## src/rtl/cache_def.sv

```systemverilog
// Shared cache/memory types for the memory arbiter: widths, FSM states, requester ids.
// Round-robin arbitration is selected by defining MEM_ARB_RR_EN.
package cache_def;

  localparam int LINE_W = 128;
  localparam int ADDR_W = 32;
  localparam logic [ADDR_W-1:0] LINE_MASK = ~32'hF;

  typedef enum logic [1:0] {
    IDLE    = 2'd0,
    GRANT_I = 2'd1,
    GRANT_D = 2'd2
  } arb_state_e;

  typedef enum logic {
    REQ_IC = 1'b0,
    REQ_DC = 1'b1
  } req_id_e;

  typedef struct packed {
    logic              valid;
    logic              rw;
    logic [ADDR_W-1:0] addr;
    logic [LINE_W-1:0] data;
  } cache_req_t;

  typedef struct packed {
    logic              ready;
    logic [LINE_W-1:0] data;
  } cache_result_t;

  function automatic logic [ADDR_W-1:0] line_addr(input logic [ADDR_W-1:0] a);
    return a & LINE_MASK;
  endfunction

endpackage

```

## src/rtl/arb_pick.sv

```systemverilog
// Combinational grant choice between the instruction and data cache requesters.
// MEM_ARB_RR_EN: on contention grant whoever was not granted last; otherwise dc wins.
module arb_pick
  import cache_def::*;
(
  input  logic    ic_valid_i,
  input  logic    dc_valid_i,
`ifdef MEM_ARB_RR_EN
  input  req_id_e last_i,
`endif
  output logic    gnt_o,
  output req_id_e gnt_id_o
);

  always_comb begin
    gnt_o    = ic_valid_i | dc_valid_i;
    gnt_id_o = dc_valid_i ? REQ_DC : REQ_IC;
`ifdef MEM_ARB_RR_EN
    if (ic_valid_i && dc_valid_i) begin
      gnt_id_o = (last_i == REQ_DC) ? REQ_IC : REQ_DC;
    end
`endif
  end

endmodule

```

## src/rtl/mem_arbiter.sv

```systemverilog
// Two-requester (icache/dcache) arbiter in front of a single main-memory port.
// Define MEM_ARB_RR_EN for round-robin arbitration; default is fixed dc-over-ic priority.
module mem_arbiter
  import cache_def::*;
#(
  parameter int TIMEOUT = 255
) (
  input  logic              clk,
  input  logic              rst_n,
  input  logic              ic_req_valid_i,
  input  logic [ADDR_W-1:0] ic_req_addr_i,
  output logic              ic_result_ready_o,
  output logic [LINE_W-1:0] ic_result_data_o,
  input  logic              dc_req_valid_i,
  input  logic              dc_req_rw_i,
  input  logic [ADDR_W-1:0] dc_req_addr_i,
  input  logic [LINE_W-1:0] dc_req_data_i,
  output logic              dc_result_ready_o,
  output logic [LINE_W-1:0] dc_result_data_o,
  output logic              mem_req_valid_o,
  output logic              mem_req_rw_o,
  output logic [ADDR_W-1:0] mem_req_addr_o,
  output logic [LINE_W-1:0] mem_req_data_o,
  input  logic              mem_result_ready_i,
  input  logic [LINE_W-1:0] mem_result_data_i,
  output logic              err_timeout_o
);

  localparam logic [15:0] TIMEOUT_C = 16'(TIMEOUT);

  arb_state_e        state_q;
  logic [15:0]       wait_cnt_q;
  logic              mem_req_valid_q;
  logic              mem_req_rw_q;
  logic [ADDR_W-1:0] mem_req_addr_q;
  logic [LINE_W-1:0] mem_req_data_q;
  logic              ic_ready_q;
  logic              dc_ready_q;
  logic [LINE_W-1:0] ic_data_q;
  logic [LINE_W-1:0] dc_data_q;
  logic              err_q;

  logic              gnt;
  req_id_e           gnt_id;
  logic              settle;
  cache_req_t        req_d;

`ifdef MEM_ARB_RR_EN
  req_id_e           last_q;

  arb_pick u_pick (
    .ic_valid_i (ic_req_valid_i),
    .dc_valid_i (dc_req_valid_i),
    .last_i     (last_q),
    .gnt_o      (gnt),
    .gnt_id_o   (gnt_id)
  );
`else
  arb_pick u_pick (
    .ic_valid_i (ic_req_valid_i),
    .dc_valid_i (dc_req_valid_i),
    .gnt_o      (gnt),
    .gnt_id_o   (gnt_id)
  );
`endif

  // The cycle carrying a result/abort pulse is a settle cycle: the retiring
  // requester still shows valid, so no grant is allowed until the next cycle.
  assign settle = ic_ready_q | dc_ready_q | err_q;

  always_comb begin
    req_d       = '0;
    req_d.valid = gnt & ~settle;
    if (gnt_id == REQ_DC) begin
      req_d.rw   = dc_req_rw_i;
      req_d.addr = line_addr(dc_req_addr_i);
      req_d.data = dc_req_data_i;
    end else begin
      req_d.addr = line_addr(ic_req_addr_i);
    end
  end

  always_ff @(posedge clk or negedge rst_n) begin
    if (!rst_n) begin
      state_q         <= IDLE;
      wait_cnt_q      <= '0;
      mem_req_valid_q <= 1'b0;
      mem_req_rw_q    <= 1'b0;
      mem_req_addr_q  <= '0;
      mem_req_data_q  <= '0;
      ic_ready_q      <= 1'b0;
      dc_ready_q      <= 1'b0;
      ic_data_q       <= '0;
      dc_data_q       <= '0;
      err_q           <= 1'b0;
`ifdef MEM_ARB_RR_EN
      last_q          <= REQ_IC;
`endif
    end else begin
      ic_ready_q <= 1'b0;
      dc_ready_q <= 1'b0;
      err_q      <= 1'b0;
      case (state_q)
        IDLE: begin
          if (req_d.valid) begin
            mem_req_valid_q <= 1'b1;
            mem_req_rw_q    <= req_d.rw;
            mem_req_addr_q  <= req_d.addr;
            mem_req_data_q  <= req_d.data;
            wait_cnt_q      <= '0;
            state_q         <= (gnt_id == REQ_DC) ? GRANT_D : GRANT_I;
`ifdef MEM_ARB_RR_EN
            last_q          <= gnt_id;
`endif
          end
        end
        GRANT_I, GRANT_D: begin
          // A completion in the same cycle the counter expires still wins.
          if (mem_result_ready_i) begin
            mem_req_valid_q <= 1'b0;
            state_q         <= IDLE;
            if (state_q == GRANT_I) begin
              ic_ready_q <= 1'b1;
              ic_data_q  <= mem_result_data_i;
            end else begin
              dc_ready_q <= 1'b1;
              dc_data_q  <= mem_result_data_i;
            end
          end else begin
            wait_cnt_q <= wait_cnt_q + 16'd1;
            if (wait_cnt_q + 16'd1 == TIMEOUT_C) begin
              mem_req_valid_q <= 1'b0;
              err_q           <= 1'b1;
              state_q         <= IDLE;
            end
          end
        end
        default: state_q <= IDLE;
      endcase
    end
  end

  assign ic_result_ready_o = ic_ready_q;
  assign ic_result_data_o  = ic_data_q;
  assign dc_result_ready_o = dc_ready_q;
  assign dc_result_data_o  = dc_data_q;
  assign mem_req_valid_o   = mem_req_valid_q;
  assign mem_req_rw_o      = mem_req_rw_q;
  assign mem_req_addr_o    = mem_req_addr_q;
  assign mem_req_data_o    = mem_req_data_q;
  assign err_timeout_o     = err_q;

endmodule

```

## config.mk

```make
export PLATFORM = sky130hd
export DESIGN_NAME = mem_arbiter
export DESIGN_NICKNAME = d
export VERILOG_FILES = /design/src/rtl/cache_def.sv /design/src/rtl/arb_pick.sv /design/src/rtl/mem_arbiter.sv
export SDC_FILE = /design/constraint.sdc
export NUM_CORES = 1
export LEC_CHECK = 0
export ABC_AREA = 0
export CAP_MARGIN = 0
export CORE_AREA = 5 5 284 286
export DETAILED_ROUTE_END_ITERATION = 10
export DIE_AREA = 0 0 289 291
export PLACE_DENSITY_LB_ADDON = 0.2
export SKIP_LAST_GASP = 1
export SYNTH_ARGS = -nofsm -noshare
export SYNTH_HDL_FRONTEND = slang
export SYNTH_SLANG_ARGS = --single-unit
```

## constraint.sdc

```tcl
create_clock -name clk -period 2.7 [get_ports clk]
set_input_delay 0.27 -clock clk [delete_from_list [all_inputs] [get_ports clk]]
set_output_delay 0.27 -clock clk [all_outputs]
set_load 0.03 [all_outputs]
```

# After elaboration in Yosys (flattened, before gate mapping)
# Index checks and enable logic that the tools add are counted.
classes:
  add_sub_neg: 1
  n_eq_ne: 6
  n_mux: 25
  n_bitwise: 6
  n_reduce_logical: 9
ops:
  columns: ["operator", "count"]
  rows:
  - ["$mux W128", 1]
  - ["$mux W16", 2]
  - ["$mux W32", 1]
  - ["$pmux W16 S2", 1]
  - ["$add A16 B1 Y16 const B", 1]
  - ["$eq A16 B8 Y1 const B", 1]
  - ["$mux W1", 14]
  - ["$reduce_and A3 Y1", 4]
  - ["$mux W2", 4]
  - ["$ne A2 B2 Y1 const B", 2]
  - ["$pmux W2 S2", 1]
  - ["$reduce_and A2 Y1", 2]
  - ["$ne A3 B3 Y1 const B", 1]
  - ["$or A1 B1 Y1", 3]
  - ["$eq A2 B1 Y1 const B", 1]
  - ["$eq A2 B2 Y1 const B", 1]
  - ["$logic_not A2 Y1", 1]
  - ["$not A1 Y1", 2]
  - ["$pmux W1 S2", 1]
  - ["$reduce_bool A2 Y1", 1]
  - ["$reduce_or A2 Y1", 1]
  - ["$and A1 B1 Y1", 1]
word_totals:
  register_bits: 439
  inputBits: 326
  output_inout_bits: 421
  wordCells: 58

# Logic depth before layout (Yosys ltp)
logic_depth:
  ltp_word: 6
  mapped_depth: 9

# Modules after synthesis
# From an unflattened synthesis, not the netlist that was laid out.
unflattened:
  hier_cells: 1664
  area_unflattened_um2: 17170.2
by_module_without_submodules:
  columns: ["module", "n_inst", "cells_each", "area_each_um2", "seq_area_each_um2"]
  rows:
  - ["mem_arbiter", 1, 1662, 17156.5, 10885.4]
  - ["arb_pick", 1, 2, 13.8, 0.0]

# Worst setup path before layout
# No wires, ideal clock.
synth_path:
  path_kind: "register to register"
  from: "reg wait_cnt_q[0]"
  to: "reg state_q[1]"
  setup_ns: 0.069
  arrival_time_ns: 2.121
  t_required_ns: 2.631
  slack_ns: 0.510
  path_stages_with_launch: 8
  path_buffers: 0
  synth_period_minus_slack_ns: 2.190
  path_cell_list: "dfrtp_1 > ha_1 > nand3_1 > xnor2_1 > nand4_1 > or4_4 > or4_1 > nand3_1"
synth_via:
  elab_chain_cells: 4
synth_lines:
  columns: ["item", "line_no", "text"]
  rows:
  - ["start, declared", "mem_arbiter.sv:32", "logic [15:0] wait_cnt_q;"]
  - ["start signal, assigned", "mem_arbiter.sv:130", "wait_cnt_q <= wait_cnt_q + 16'd1;"]
  - ["$add A16 B1 Y16", "mem_arbiter.sv:131", "if (wait_cnt_q + 16'd1 == TIMEOUT_C) begin"]
  - ["$eq A16 B8 Y1", "mem_arbiter.sv:131", null]
  - ["$ne A3 B3 Y1 (no source line)", null, null]
  - ["$reduce_and A2 Y1 (no source line)", null, null]
  - ["end signal, assigned", "mem_arbiter.sv:111", "state_q <= (gnt_id == REQ_DC) ? GRANT_D : GRANT_I;"]
  - ["end, declared", "mem_arbiter.sv:31", "arb_state_e state_q;"]
# No other way between the ends.
# A chain may end at the register's enable or synchronous reset.

# Worst setup path in the final report
# Same ends and word-level chain as after synthesis.

==> results.py <==
metrics = {
    "run_status": {
        "status": "complete, no violations",
    },
    "sta": {
        "max_slew_margin_pct": 27.80,
        "skew_ns": 0.02601,
        "period_needed_ns": 2.409,
        "final.period_utilization_pct": 89.24,
        "clock.fmax_ghz": 0.4150,
        "worst_slew_pin_slew_ns": 1.078,
        "hold_viol_final": 0,
        "finalSetupViolations": 0,
        "finalSetupTns_ns": 0,
        "rsz0062_at_grt": "no",
        "final.setup.worst_slack_ns": 0.2906,
        "slew_viol_final": 0,
    },
    "worst_setup_path": {
        "endpoint_kind": "flop",
        "r2r_setup_slack_ns": 0.29,
        "r2r_cells": 7,
        "critical_path_class": "reg -> reg",
        "path_buf_inv": 0,
        "worst_path_largest_cell_delay_ns": 0.51,
        "critPathMaxFanout": 7,
        "r2r_end": "state_q[1]",
        "crit_family": "simple AND/OR/NAND/NOR gates",
        "crit_required_ns": 3.20,
        "startpoint_type": "flop",
        "cp.arrival_ns": 2.91,
        "path_cells": "ha_1 > and4_2 > nor4b_1 > xnor2_1 > nand2_1 > or4_1 > nand3_1",
        "r2r-start": "wait_cnt_q[0]",
        "crit_slowest_cell": "or4_1",
    },
    "floorplanning": {
        "die_y_um": 291,
        "start_util_pct": 22.07,
        "fp.dieArea_um2": 84100,
        "ios": 747,
        "die_x_um": 289,
        "rows": 103,
        "core_um2": 78100,
    },
    "clocking": {
        "cts_buffers": 52,
        "cts_tree": "done",
        "cts_root_buf": "clkbuf_16",
        "post_cts_resized": 0,
        "cts.clk_slew.worst_paths_ns": 0.06,
        "cts_buffer_depth": 3,
        "insertion_delay_ns": 0.59,
        "htreeDepth": 2,
        "post_cts_buffers": 0,
        "clkSinkCount": 435,
        "hold_buffers": 1,
    },
    "logic_synthesis": {
        "synthFlopType": "dfrtp_1",
        "async_flop_share_pct": 100.0,
        "syn_area_um2": 17230,
        "ys_ff_latch": 435,
        "yosysUniqueCellTypes": 47,
        "synth_edf_count": 0,
        "ys_warn_count": 0,
        "syn_area_per_cell_um2": 10.35,
        "syn_inst": 1665,
        "yosysSeqAreaShare_pct": 63.16,
    },
    "routing": {
        "vias": 14410,
        "viasPerCell": 4.142,
        "wire_per_inst_um": 18.86,
        "wl_mm": 65.62,
        "first_pass_iters": 4,
        "dr.first_iter.drc_count": 524,
        "postRouteAntennaNets": 0,
        "drc_errors": 0,
    },
    "hold_path": {
        "whs_endpoint": "dc_result_data_o[83]",
        "hold_path_class": "in -> reg",
        "worstHoldPathCells": 3,
        "min-delay-start": "mem_result_data_i[83]",
    },
    "global_route": {
        "grt_use_total_pct": 14.82,
        "grt_pass1_vias": 14840,
        "antenna_found_initial": 17,
        "grt_start_max_net_pins": 139,
        "grt_pass1_wl_mm": 96.54,
        "overflow": 0,
    },
    "power_and_ir_drop": {
        "p_leak_nw": 12.15,
        "cellPowerDensity_nw_per_um2": 1291,
        "p_total_w": 0.03576,
        "ir_worst_vdd_mv": 0.4513,
    },
    "cells_and_area": {
        "stdcell_count": 3479,
        "area_growth_pct": 60.74,
        "final_layout_size_suffix_gt1_share_pct": 10.53,
        "postLayoutCoreUtil_pct": 35.47,
        "final_nets": 2717,
    },
    "placed_design": {
        "dp_cells": 3382,
        "port_buffers": 734,
        "gp_congestion": 0.8348,
        "dp_hpwl_mm": 49.85,
        "dp_slack_ns": 0.3007,
    },
    "run": {
        "cap_viol_max_count": 0,
    },
}
==> worst min-delay path: stages <==
cell and delay [ns]:
clkdlybuf4s50_1 0.41, nand2_1 0.06, nand2_1 0.04
==> metrics by stage <==
step	hold slack (ns)	area (µm²)
2_1_floorplan	-0.02559	17250
3_3_place_gp	0.2861	26010
3_5_place_dp	0.2868	26010
4_1_cts	0.1804	27690
5_1_grt	0.1983	27700
6_report	0.2360	27700
==> power breakdown <==
part,internal (W),switching (W)
Clock,0.00410,0.00279
Sequential,0.00936,0.00150
Combinational,0.00716,0.0109
==> synthesized netlist by cell type, types with 2 or more instances <==
cell | count | area share, %
a21oi_1 | 7 | 0.20
dfrtp_1 | 435 | 63
inv_1 | 9 | 0.20
o41ai_1 | 4 | 0.20
buf_4 | 4 | 0.17
buf_6 | 3 | 0.20
clkbuf_1 | 94 | 2.0
nor2_1 | 12 | 0.26
nand2_1 | 690 | 15
a21o_1 | 4 | 0.17
xnor2_1 | 5 | 0.25
nor3_1 | 3 | 0.087
mux2_2 | 129 | 8.4
nor4_1 | 2 | 0.073
mux2i_1 | 29 | 1.7
ha_1 | 4 | 0.29
or2_2 | 2 | 0.073
o21ai_0 | 175 | 5.1
nand4_1 | 6 | 0.22
a31oi_1 | 4 | 0.15
o31ai_1 | 6 | 0.26
nand3_1 | 11 | 0.32
and2_1 | 3 | 0.11
==> cells in the final DEF (no fill, tap or decap), types with 2 or more instances in the layout <==
cell | synthesis | routed
clkdlybuf4s50_1 | 0 | 732
and2_1 | 3 | 2
a21oi_1 | 7 | 7
o41ai_1 | 4 | 4
nor4_1 | 2 | 2
nand4_1 | 6 | 6
nand3_1 | 11 | 10
nand3_4 | 1 | 2
nor2_1 | 12 | 12
clkbuf_16 | 0 | 52
xnor2_1 | 5 | 5
diode_2 | 0 | 7
a31oi_1 | 4 | 4
bufinv_16 | 0 | 3
dfrtp_1 | 435 | 435
mux2_2 | 129 | 129
a21o_1 | 4 | 4
nor3_1 | 3 | 3
inv_1 | 9 | 8
ha_1 | 4 | 4
mux2i_1 | 29 | 29
o21ai_0 | 175 | 175
conb_1 | 1 | 4
clkbuf_8 | 0 | 10
o31ai_1 | 6 | 6
buf_12 | 1 | 21
clkinv_2 | 0 | 7
clkbuf_1 | 94 | 13
nand2_1 | 690 | 690
inv_6 | 0 | 3
buf_4 | 4 | 15
==> layout make-up <==
cell class | count | area (µm²)
sequential | 435 | 10890
inverter | 9 | 36.28
multi-input combinational | 1118 | 5884
tap | 1050 | 1314
clock buffer | 75 | 1488
timing repair buffer | 771 | 7896
clock inverter | 14 | 181.4
antenna | 7 | 17.52
fill | 7923 | 50390
==> cell families (layout without fill, tap and decap cells) <==
group | count (synthesis) | count (layout) | synth area share, %
compound gates | 204 | 204 | 6.265
xor+xnor | 5 | 5 | 0.2541
fa+ha+maj | 4 | 4 | 0.2904
buf+inv | 115 | 869 | 2.860
flops | 435 | 435 | 63.16
mux | 158 | 158 | 10.11
other cells | 1 | 11 | 0.02176
simple gates | 743 | 743 | 17.03
==> registers in the layout, summed over array words and instances, names as in the netlist <==
register and count:
mem_req_data_o 128, dc_result_data_o 128, wait_cnt_q 16, dc_result_ready_o 1, ic_result_ready_o 1, mem_req_valid_o 1
ic_result_data_o 128, mem_req_addr_o 28, mem_req_rw_o 1, err_timeout_o 1, state_q 2
==> worst max-delay path by stage <==
stage / startpoint / end / slack, ns / cells after the start
2_1_floorplan: wait_cnt_q[0] / state_q[1] / 0.51 / 7
3_3_place_gp: wait_cnt_q[0] / state_q[1] / 0.30 / 7
3_5_place_dp: wait_cnt_q[5] / state_q[0] / 0.30 / 6
4_1_cts: wait_cnt_q[0] / state_q[0] / 0.29 / 7
5_1_grt: wait_cnt_q[0] / state_q[1] / 0.10 / 7
6_report: wait_cnt_q[0] / state_q[1] / 0.29 / 7
==> layer usage <==
| metal | share of wire, % | vias to the layer above | GRT usage [%] |
|---|---|---|---|
| li1 | - | 6866 | - |
| met1 | 40 | 6880 | 17.57 |
| met2 | 47 | 553 | 24.49 |
| met3 | 11 | 97 | 6.672 |
| met4 | 2.2 | 14 | 3.829 |
| met5 | 0.14 | - | 0 |
(Power assumes the default switching activity.)
==> RTL change, RTL diff (config.mk and constraints unchanged) <==
The option `MEM_ARB_RR_EN` is turned on by a define.
--- a/src/rtl/arb_pick.sv
+++ b/src/rtl/arb_pick.sv
@@ -1,4 +1,6 @@
 // Combinational grant choice between the instruction and data cache requesters.
 // MEM_ARB_RR_EN: on contention grant whoever was not granted last; otherwise dc wins.
+`define MEM_ARB_RR_EN
+
 module arb_pick
   import cache_def::*;
Function: no difference found for any inputs over 4 cycles, from zero or initial values and one cycle with rst_n low; that may be too few to reach the edited logic, so the function may still have changed.
==> RTL change against the original RTL <==
Clock power up 9.4%; count of clock-buffer cells in the layout up 10; power up 5.2%; routed wire length up 1.6%; worst hold slack worse by 0.0065 ns; cell area up 0.98%; worst setup slack worse by 0.078 ns; sequential cell count up 1; via count up 0.44%; area after synthesis about the same.
==> RTL change: results (changes against the original RTL) <==
* End of the critical path: state_q[1] (unchanged)
* Worst IR Drop VDD at 643 uV (was 451 uV)
* Largest net degree at the start of global routing at 109 (was 139)
* Slowest CP cell: or4_4 (was or4_1)
* Clock latency on the worst-skew pair at 0.58 ns
* Grt ovf at 0 (unchanged)
* Status: finished clean (unchanged)
* Worst-case reg-to-reg path depth at 7 (unchanged)
* Flop-to-flop setup slack at 0.21 ns (was 0.29 ns)
* CP startpoint: wait_cnt_q[0] (unchanged)
* Crit path DAT at 3.01 ns (was 2.91 ns)
* Global-route wire length before repair at 99000 um (was 96500 um)
* I/O Buffers at 734 (unchanged)
* Via density at 4.13 (was 4.14)
* Initial antenna violation count at 9 (was 17)
* Worst Skew at 0.0119 ns (was 0.0260 ns)
* Post_cts resized at 0 (unchanged)
* Initial DRC count at 627 (was 524)
* Hpwl dp at 50700 um (was 49900 um)
* Most common library cells after synthesis: nand2_1 (684), dfrtp_1 (436), o21ai_0 (177) (was nand2_1 (690), dfrtp_1 (435), o21ai_0 (175))
* Fin nets at 2737 (was 2717)
* Clock buffer depth at 3 (unchanged)
* Initial DRT Pass Iterations at 6 (was 4)
* GP Congestion at 0.818 (was 0.835)
* Crit path max fanout at 6 (was 7)
* Global-route usage over all layers at 15.3% (was 14.8%)
* Num CTS Buffers at 54 (was 52)
* Final setup viols at 0 (unchanged)
* WHS at 0.229 ns (was 0.236 ns)
* Filler cell count at 7916 (was 7923)
* Distinct cell type count after synthesis at 44 (was 47)
* Post-CTS Setup Inserts at 0 (unchanged)
* R2R Path Start: wait_cnt_q[0] (unchanged)
* Share of layout cells above drive strength 1 at 11.5% (was 10.5%)
* P_leak at 0.0122 uW (about the same)
* Routed len/inst at 19.0 um (was 18.9 um)
* Worst-path clk slew at 0.06 ns (about the same)
* Worst Max-Slew Pin Slew at 0.660 ns (was 1.08 ns)
* Slowest stage delay, CP at 0.59 ns (was 0.51 ns)
* Largest cells by area after synthesis: dfrtp_1 (63%), nand2_1 (15%), mux2_2 (8.4%) (unchanged)
* Yosys warnings at 0 (unchanged)
* Vias in the first global route at 15400 (was 14800)
* Sequential element share of the synthesized area at 63.3% (was 63.2%)
-- RTL change: cell count changes after synthesis, moves of 3 or more --
cell,change
a21o_1,-4
a31oi_1,+5
and3_1,+4
clkbuf_1,+6
nand2_1,-6
xnor2_1,-3
-- RTL change: metal layers --
metal / part of all wire (%) / vias up / routed length [um] / GRT usage [%]
met1: 38 / 6988 / 25600 / 17.6
met5: 0.048 / - / 32 / 0
met2: 51 / 409 / 33900 / 26.8
li1: - / 6944 / - / -
met4: 3.8 / 4 / 2540 / 5.81
met3: 7.0 / 128 / 4660 / 4.42
-- RTL change: layout make-up --
type	instances	area [um^2]	share of cell area (%)
clock inverters	14	185	0.662
repair buffers	787	7970	28.5
multi-input cells	1120	5860	21.0
clock buffers	85	1690	6.04
flip-flops and latches	436	10900	39.0
diodes	6	15.0	0.0537
well taps	1050	1310	4.70
inverters	8	32.5	0.116
-- RTL change: how the worst min path moves through the flow --
stage,startpoint,to,cells after the start
floorplan,rst_n,dc_result_data_o[0],0
global placement,rst_n,dc_result_data_o[18],1
detailed placement,rst_n,dc_result_data_o[18],1
CTS,dc_req_data_i[113],mem_req_data_o[113],3
global route,mem_result_data_i[102],dc_result_data_o[102],3
finish,dc_req_data_i[113],mem_req_data_o[113],3
-- RTL change: cell families after synthesis --
kind of cell | after synthesis | share of synthesized area, %
and+or+nand+nor | 738 | 16.7
xor gates and xnor gates | 3 | 0.153
AOI/OAI and AO/OA | 215 | 6.72
muxes | 156 | 9.99
other | 1 | 0.0218
buffers and inverters | 119 | 2.78
adders and majority gates | 4 | 0.291
DFF | 436 | 63.3
-- RTL change: power by group --
group / switching [uW] / total (uW) / internal, uW / leakage [uW]
logic: 11400 / 18900 / 7540 / 0.00584
clock network: 2890 / 7530 / 4640 / 0.000919
registers: 1620 / 11100 / 9530 / 0.00548
total: 15900 / 37600 / 21700 / 0.0122
-- RTL change: stage by stage --
stage / worst slack, ns / cell area, um^2 / cells / power, uW
2_1_floorplan: 0.220 / 17200 / 1675 / 21200
3_3_place_gp: 0.209 / 26100 / 3400 / 30200
3_5_place_dp: 0.225 / 26100 / 3400 / 30500
4_1_cts: 0.223 / 28000 / 3500 / 38300
5_1_grt: 0.0981 / 28000 / 3506 / 39700
6_report: 0.213 / 28000 / 3506 / 37600
-- RTL change: critical path, delay by kind of cell (launching register included) --
kind / cells / cell delay, ns
simple gates: 4 / 1.59
fa+ha+maj: 1 / 0.21
flops: 1 / 0.38
compound gates: 2 / 0.26
